===== src/rtl/traffic_pkg.sv =====
// Shared light-code, lamp-state and fault-code definitions for the lamp driver
// and the traffic controller that feeds it.
package traffic_pkg;

  typedef enum logic [1:0] {
    CODE_OFF    = 2'b00,
    CODE_RED    = 2'b01,
    CODE_GREEN  = 2'b10,
    CODE_YELLOW = 2'b11
  } light_code_e;

  typedef enum logic [2:0] {
    ST_OFF,
    ST_RED,
    ST_GREEN,
    ST_YELLOW,
    ST_FLASH
  } lamp_state_e;

  typedef enum logic [1:0] {
    FAULT_NONE    = 2'b00,
    FAULT_ILLEGAL = 2'b01,
    FAULT_DWELL   = 2'b10
  } fault_code_e;

  localparam int unsigned DWELL_W = 8;

  function automatic lamp_state_e code_to_state(input logic [1:0] code);
    case (code)
      CODE_RED:    return ST_RED;
      CODE_GREEN:  return ST_GREEN;
      CODE_YELLOW: return ST_YELLOW;
      default:     return ST_OFF;
    endcase
  endfunction

  function automatic logic is_lit(input lamp_state_e s);
    return (s == ST_RED) || (s == ST_GREEN) || (s == ST_YELLOW);
  endfunction

  // Dropping to OFF is always allowed; otherwise only the normal cycle is legal.
  function automatic logic is_legal(input lamp_state_e from, input lamp_state_e to);
    return (to == ST_OFF)
        || (from == ST_OFF    && to == ST_RED)
        || (from == ST_RED    && to == ST_GREEN)
        || (from == ST_GREEN  && to == ST_YELLOW)
        || (from == ST_YELLOW && to == ST_RED);
  endfunction

endpackage


===== src/rtl/lamp_driver_if.sv =====
// Controller-to-lamp-driver bundle: light code and fault release in,
// lamp, pedestrian and fault indications out.
interface lamp_driver_if;
  logic [1:0] light_code;
  logic       clear_fault;
  logic       lamp_red;
  logic       lamp_yellow;
  logic       lamp_green;
  logic       walk;
  logic       dont_walk;
  logic       fault;
  logic [1:0] fault_code;

  modport master (
    output light_code, clear_fault,
    input  lamp_red, lamp_yellow, lamp_green, walk, dont_walk, fault, fault_code
  );

  modport slave (
    input  light_code, clear_fault,
    output lamp_red, lamp_yellow, lamp_green, walk, dont_walk, fault, fault_code
  );
endinterface


===== src/rtl/code_sync_filter.sv =====
// Two-flop synchronizer for the asynchronous light code plus a one-stage
// stability filter: a code is accepted only once it has been seen twice in a row.
module code_sync_filter (
  input  logic       clk,
  input  logic       reset_n,
  input  logic [1:0] light_code,
  output logic [1:0] accepted_code,
  output logic       accepted_valid
);

  logic [1:0] s1, s2, s3;

  always_ff @(posedge clk) begin
    if (!reset_n) begin
      s1 <= '0;
      s2 <= '0;
      s3 <= '0;
    end else begin
      s1 <= light_code;
      s2 <= s1;
      s3 <= s2;
    end
  end

  assign accepted_code  = s2;
  assign accepted_valid = (s2 == s3);

endmodule


===== src/rtl/lamp_driver.sv =====
// Traffic lamp driver: filtered light code -> lamp state with illegal-transition
// and stuck-lamp supervision. Dwell check is built only with LAMP_DRIVER_DWELL_CHECK_EN.
module lamp_driver
  import traffic_pkg::*;
#(
  parameter int unsigned MAX_DWELL = 15
) (
  input  logic          clk,
  input  logic          reset_n,
  input  logic          tick,
  lamp_driver_if.slave  bus
);

  if (MAX_DWELL > 255) begin : g_dwell_range
    $error("MAX_DWELL must fit the 8-bit dwell counter");
  end

  logic [1:0]  accepted_code;
  logic        accepted_valid;
  lamp_state_e state_q, state_d, target;
  logic        fault_q, fault_d;
  fault_code_e fault_code_q, fault_code_d;
  logic        flash_q, flash_d;
  logic        walk;

  code_sync_filter u_sync (
    .clk            (clk),
    .reset_n        (reset_n),
    .light_code     (bus.light_code),
    .accepted_code  (accepted_code),
    .accepted_valid (accepted_valid)
  );

`ifdef LAMP_DRIVER_DWELL_CHECK_EN
  localparam logic [DWELL_W-1:0] DWELL_LIMIT = DWELL_W'(MAX_DWELL);
  logic [DWELL_W-1:0] dwell_q, dwell_d;

  // A state change in the same cycle as a tick takes priority and zeroes the count.
  always_comb begin
    dwell_d = dwell_q;
    if (state_d != state_q)
      dwell_d = '0;
    else if (tick && is_lit(state_q))
      dwell_d = dwell_q + 1'b1;
  end

  always_ff @(posedge clk) begin
    if (!reset_n) dwell_q <= '0;
    else          dwell_q <= dwell_d;
  end
`endif

  always_comb begin
    target       = code_to_state(accepted_code);
    state_d      = state_q;
    fault_d      = fault_q;
    fault_code_d = fault_code_q;
    flash_d      = (state_q == ST_FLASH) ? (flash_q ^ tick) : 1'b0;

    if (state_q == ST_FLASH) begin
      if (bus.clear_fault && accepted_valid && target == ST_OFF) begin
        state_d      = ST_OFF;
        fault_d      = 1'b0;
        fault_code_d = FAULT_NONE;
      end
    end else if (accepted_valid && target != state_q) begin
      if (is_legal(state_q, target)) begin
        state_d = target;
      end else begin
        state_d      = ST_FLASH;
        fault_d      = 1'b1;
        fault_code_d = FAULT_ILLEGAL;
      end
    end
`ifdef LAMP_DRIVER_DWELL_CHECK_EN
    else if (tick && is_lit(state_q) && dwell_q == DWELL_LIMIT) begin
      state_d      = ST_FLASH;
      fault_d      = 1'b1;
      fault_code_d = FAULT_DWELL;
    end
`endif
  end

  always_ff @(posedge clk) begin
    if (!reset_n) begin
      state_q      <= ST_OFF;
      fault_q      <= 1'b0;
      fault_code_q <= FAULT_NONE;
      flash_q      <= 1'b0;
    end else begin
      state_q      <= state_d;
      fault_q      <= fault_d;
      fault_code_q <= fault_code_d;
      flash_q      <= flash_d;
    end
  end

  assign walk            = (state_q == ST_RED);
  assign bus.walk        = walk;
  assign bus.dont_walk   = ~walk;
  assign bus.lamp_red    = (state_q == ST_RED);
  assign bus.lamp_green  = (state_q == ST_GREEN);
  assign bus.lamp_yellow = (state_q == ST_YELLOW) || (state_q == ST_FLASH && flash_q);
  assign bus.fault       = fault_q;
  assign bus.fault_code  = fault_code_q;

endmodule


===== src/flat_wrapper.sv =====
// flat-port wrapper written by rule: the top's interface ports become plain ports
module lamp_driver_flat import traffic_pkg::*;
#(
  parameter int unsigned MAX_DWELL = 15
)
  (clk, reset_n, tick, bus_light_code, bus_clear_fault, bus_lamp_red, bus_lamp_yellow, bus_lamp_green, bus_walk, bus_dont_walk, bus_fault, bus_fault_code);
  lamp_driver_if bus_i ();
  input  logic clk;
  input  logic reset_n;
  input  logic tick;
  input wire logic [$bits(bus_i.light_code)-1:0] bus_light_code;
  input wire logic [$bits(bus_i.clear_fault)-1:0] bus_clear_fault;
  output wire logic [$bits(bus_i.lamp_red)-1:0] bus_lamp_red;
  output wire logic [$bits(bus_i.lamp_yellow)-1:0] bus_lamp_yellow;
  output wire logic [$bits(bus_i.lamp_green)-1:0] bus_lamp_green;
  output wire logic [$bits(bus_i.walk)-1:0] bus_walk;
  output wire logic [$bits(bus_i.dont_walk)-1:0] bus_dont_walk;
  output wire logic [$bits(bus_i.fault)-1:0] bus_fault;
  output wire logic [$bits(bus_i.fault_code)-1:0] bus_fault_code;
  assign bus_i.light_code = bus_light_code;
  assign bus_i.clear_fault = bus_clear_fault;
  assign bus_lamp_red = bus_i.lamp_red;
  assign bus_lamp_yellow = bus_i.lamp_yellow;
  assign bus_lamp_green = bus_i.lamp_green;
  assign bus_walk = bus_i.walk;
  assign bus_dont_walk = bus_i.dont_walk;
  assign bus_fault = bus_i.fault;
  assign bus_fault_code = bus_i.fault_code;
  lamp_driver #(.MAX_DWELL(MAX_DWELL)) u_core (.clk(clk), .reset_n(reset_n), .tick(tick), .bus(bus_i));
endmodule

===== config.mk =====
export PLATFORM = sky130hd
export DESIGN_NAME = lamp_driver_flat
export DESIGN_NICKNAME = d
export VERILOG_FILES = /design/src/rtl/traffic_pkg.sv /design/src/rtl/lamp_driver_if.sv /design/src/rtl/code_sync_filter.sv /design/src/rtl/lamp_driver.sv /design/src/flat_wrapper.sv
export SDC_FILE = /design/constraint.sdc
export NUM_CORES = 1
export LEC_CHECK = 0
export ABC_AREA = 1
export CORE_AREA = 2 2 47 49
export CTS_BUF_LIST = sky130_fd_sc_hd__clkbuf_16
export CTS_CLUSTER_DIAMETER = 60
export DETAILED_ROUTE_END_ITERATION = 16
export DIE_AREA = 0 0 49 51
export GPL_ROUTABILITY_DRIVEN = 0
export PLACE_DENSITY = 0.51
export SLEW_MARGIN = 10
export SYNTH_ARGS = -nofsm -noshare
export SYNTH_HDL_FRONTEND = slang
export SYNTH_HIERARCHICAL = 1
export SYNTH_SLANG_ARGS = --single-unit

===== constraint.sdc =====
create_clock -name clk -period 1.5 [get_ports clk]
set_input_delay 0.3 -clock clk [delete_from_list [all_inputs] [get_ports clk]]
set_output_delay 0.3 -clock clk [all_outputs]
set_load 0.02 [all_outputs]

==> metrics.txt <==
clk slew on worst S/H paths=40 ps; DRC Markers=0; global-route wire length before repair=2318 um; Worst VDD drop=0.9639 mV; ys flop type=dfxtp_1; post-synthesis area per instance=6.700 sq um; #FFs+latches synth=11; routed via count=603; dominant cell type by area after synthesis=dfxtp_1; Routed WL per cell=8.891 um; postcts setup bufs=0; Post-Syn Nets=99; Clk Latency, worst-skew pair=240 ps; Final Worst Setup Slack=58.92 ps; synth unique cells=19; number of synthesized flops with an enable pin=0; total track usage=12.27%; largest net degree at the start of global routing=8; DR iter-0 viols=18; Root Driver=clkbuf_16; grt total ovfl=0; Seq/Total Area, Yosys=35.34%; setup TNS=0 ps; first-pass iteration count of the detailed router=4; Synth Warn #=6; status=finished clean; core box area=2063 sq um; CP Capture Type=output port; nets@finish=126; post-route ant nets=0; critical path class=reg2out; Async SR Flop Fraction=0%; Layout Utilization=45.30%; initial cell density of the core=30.20%; Area Overhead vs Synth=50.00%; CTS Sinks=11; area of the die=2499 sq um; post-synth top area share=35.34%; I/O pin count=14; die width=49 um; initial antenna violation count=0; Max Cap Violations=0; Tcrit/Tclk final=96.07%; H-tree levels=1; Final Hold Vio Count=0; top cells by area, synth=dfxtp_1 (35%), nand2_1 (14%), inv_1 (12%), nand3_1 (7.2%), nand2_2 (4.0%); pre-CTS setup slack=-85.39 ps; R2R Setup Slk=160 ps; Port-buffer cells=12; synthesized area=623.1 sq um; CP Launch Type=flip-flop; # setup viols final=0; Req. time, crit path=1200 ps; cts hold-fix bufs=0; Mapped Cells=93; CTS buffer count=3; worst-path maximum fanout=4; Clock Skew=0.5680 ps; post-DP HPWL=1070 um; P per Cell Area=1522 nW/um^2; CTS tree=built; Worst Hold Class=reg2reg; Final min period=1441 ps; top-count cell post-synth=nand2_1; DIE HEIGHT=51 um; detailed-route vias per instance=4.102; vias in the first global route=552; Max Clk Rate=693.9 MHz; antenna cells=0; fin area=934.6 sq um; row count=17; Pleak=0.5337 nW; Clock Path Buffers=2; Worst Path Arrival=1140 ps; final slew viol count=0; routed wire length=1307 um; Post-synth top cells=nand2_1 (24), inv_1 (20), dfxtp_1 (11); layout cells sized above 1=30.25%; area of placed instances=853.3 sq um
[final cells by class]
type                    instances  area, sq um
fillers                       235         1129
multi-input cells              56        299.0
flip-flops and latches         11        222.7
repair buffers                 25        211.5
inverters                      23        86.33
clock buffers                   3        75.07
well taps                      28        35.03
clock inverters                 1        5.005
[routing by layer]
metal	share of wire [%]	wire, um	track usage, %
met1	47	614	14.18
met2	49	635	21.69
met3	3.7	48	3.509
met4	0.69	9	4.286
met5	0	0	0
[kinds of logic (layout without fill, tap and decap cells)]
logic type                Yosys count  count (layout)  share of synthesized area (%)
DFF                                11              11                          35.34
buffers and inverters              26              52                          17.47
xor gates and xnor gates            1               1                          1.406
and+or+nand+nor                    50              50                          39.56
other                               1               1                         0.6018
AOI/OAI and AO/OA                   4               4                          5.624
[state kept, by name (all words and copies together), names as in the netlist]
signal	flops
u_core/bus.fault_code	1
u_core/flash_q	1
u_core/state_q	3
u_core/u_sync/accepted_code	2
u_core/u_sync/s1	2
u_core/u_sync/s3	2
[worst max-delay path, stage by stage (launching register included)]
cell             delay, ps
dfxtp_1                330
inv_2                   80
nand3_1                110
inv_1                   90
clkdlybuf4s15_1        300
[where the power goes]
part / internal (W) / switching [W]
clock network: 0.000353 / 0.000133
registers: 0.000332 / 0.0000279
logic: 0.000268 / 0.000309
[placed cells by master (no fill, tap or decap)]
master,n
a21oi_1,2
conb_1,1
inv_1,20
nand2_2,4
clkdlybuf4s50_1,5
nand3_1,9
o21ai_2,1
nor2_2,3
clkinv_2,1
inv_2,3
dfxtp_1,9
nor3_1,1
clkbuf_16,3
nor2_1,4
nand3_2,1
dfxtp_2,2
buf_2,2
nand4_4,1
o21ai_4,1
clkdlybuf4s15_1,2
buf_4,13
nand4_1,2
nand2_1,24
xnor2_1,1
dlymetal6s2s_1,2
dlygate4sd2_1,1
and2_4,1
[worst paths after layout]
| check | cells past startpoint | start | to |
|---|---|---|---|
| worst max register to register | 9 | u_core/state_q[0] | u_core/state_q[1] |
| worst min-delay path | 2 | u_core/u_sync/s1[0] | u_core/u_sync/accepted_code[0] |
| worst min register to register | 2 | u_core/u_sync/s1[0] | u_core/u_sync/accepted_code[0] |
| worst max-delay path | 4 | u_core/state_q[2] | bus_lamp_red |
[metrics by stage]
stage                     power (W)  hold WS, ps  instances
final                      0.001423        406.5        147
after global placement    0.0009560        389.8        143
after floorplan           0.0007197        385.6         93
after global routing       0.001509        429.0        147
after detailed placement  0.0009639        400.8        143
after CTS                  0.001432        410.3        147
[repair_timing]
action	4_1_cts	5_1_grt
gates cloned	0	0
hold endpoints to repair	0	0
resized for setup	9	10
endpoints found under the setup margin	5	8
pin swaps	0	1
Power figures use the tool's default switching activity.
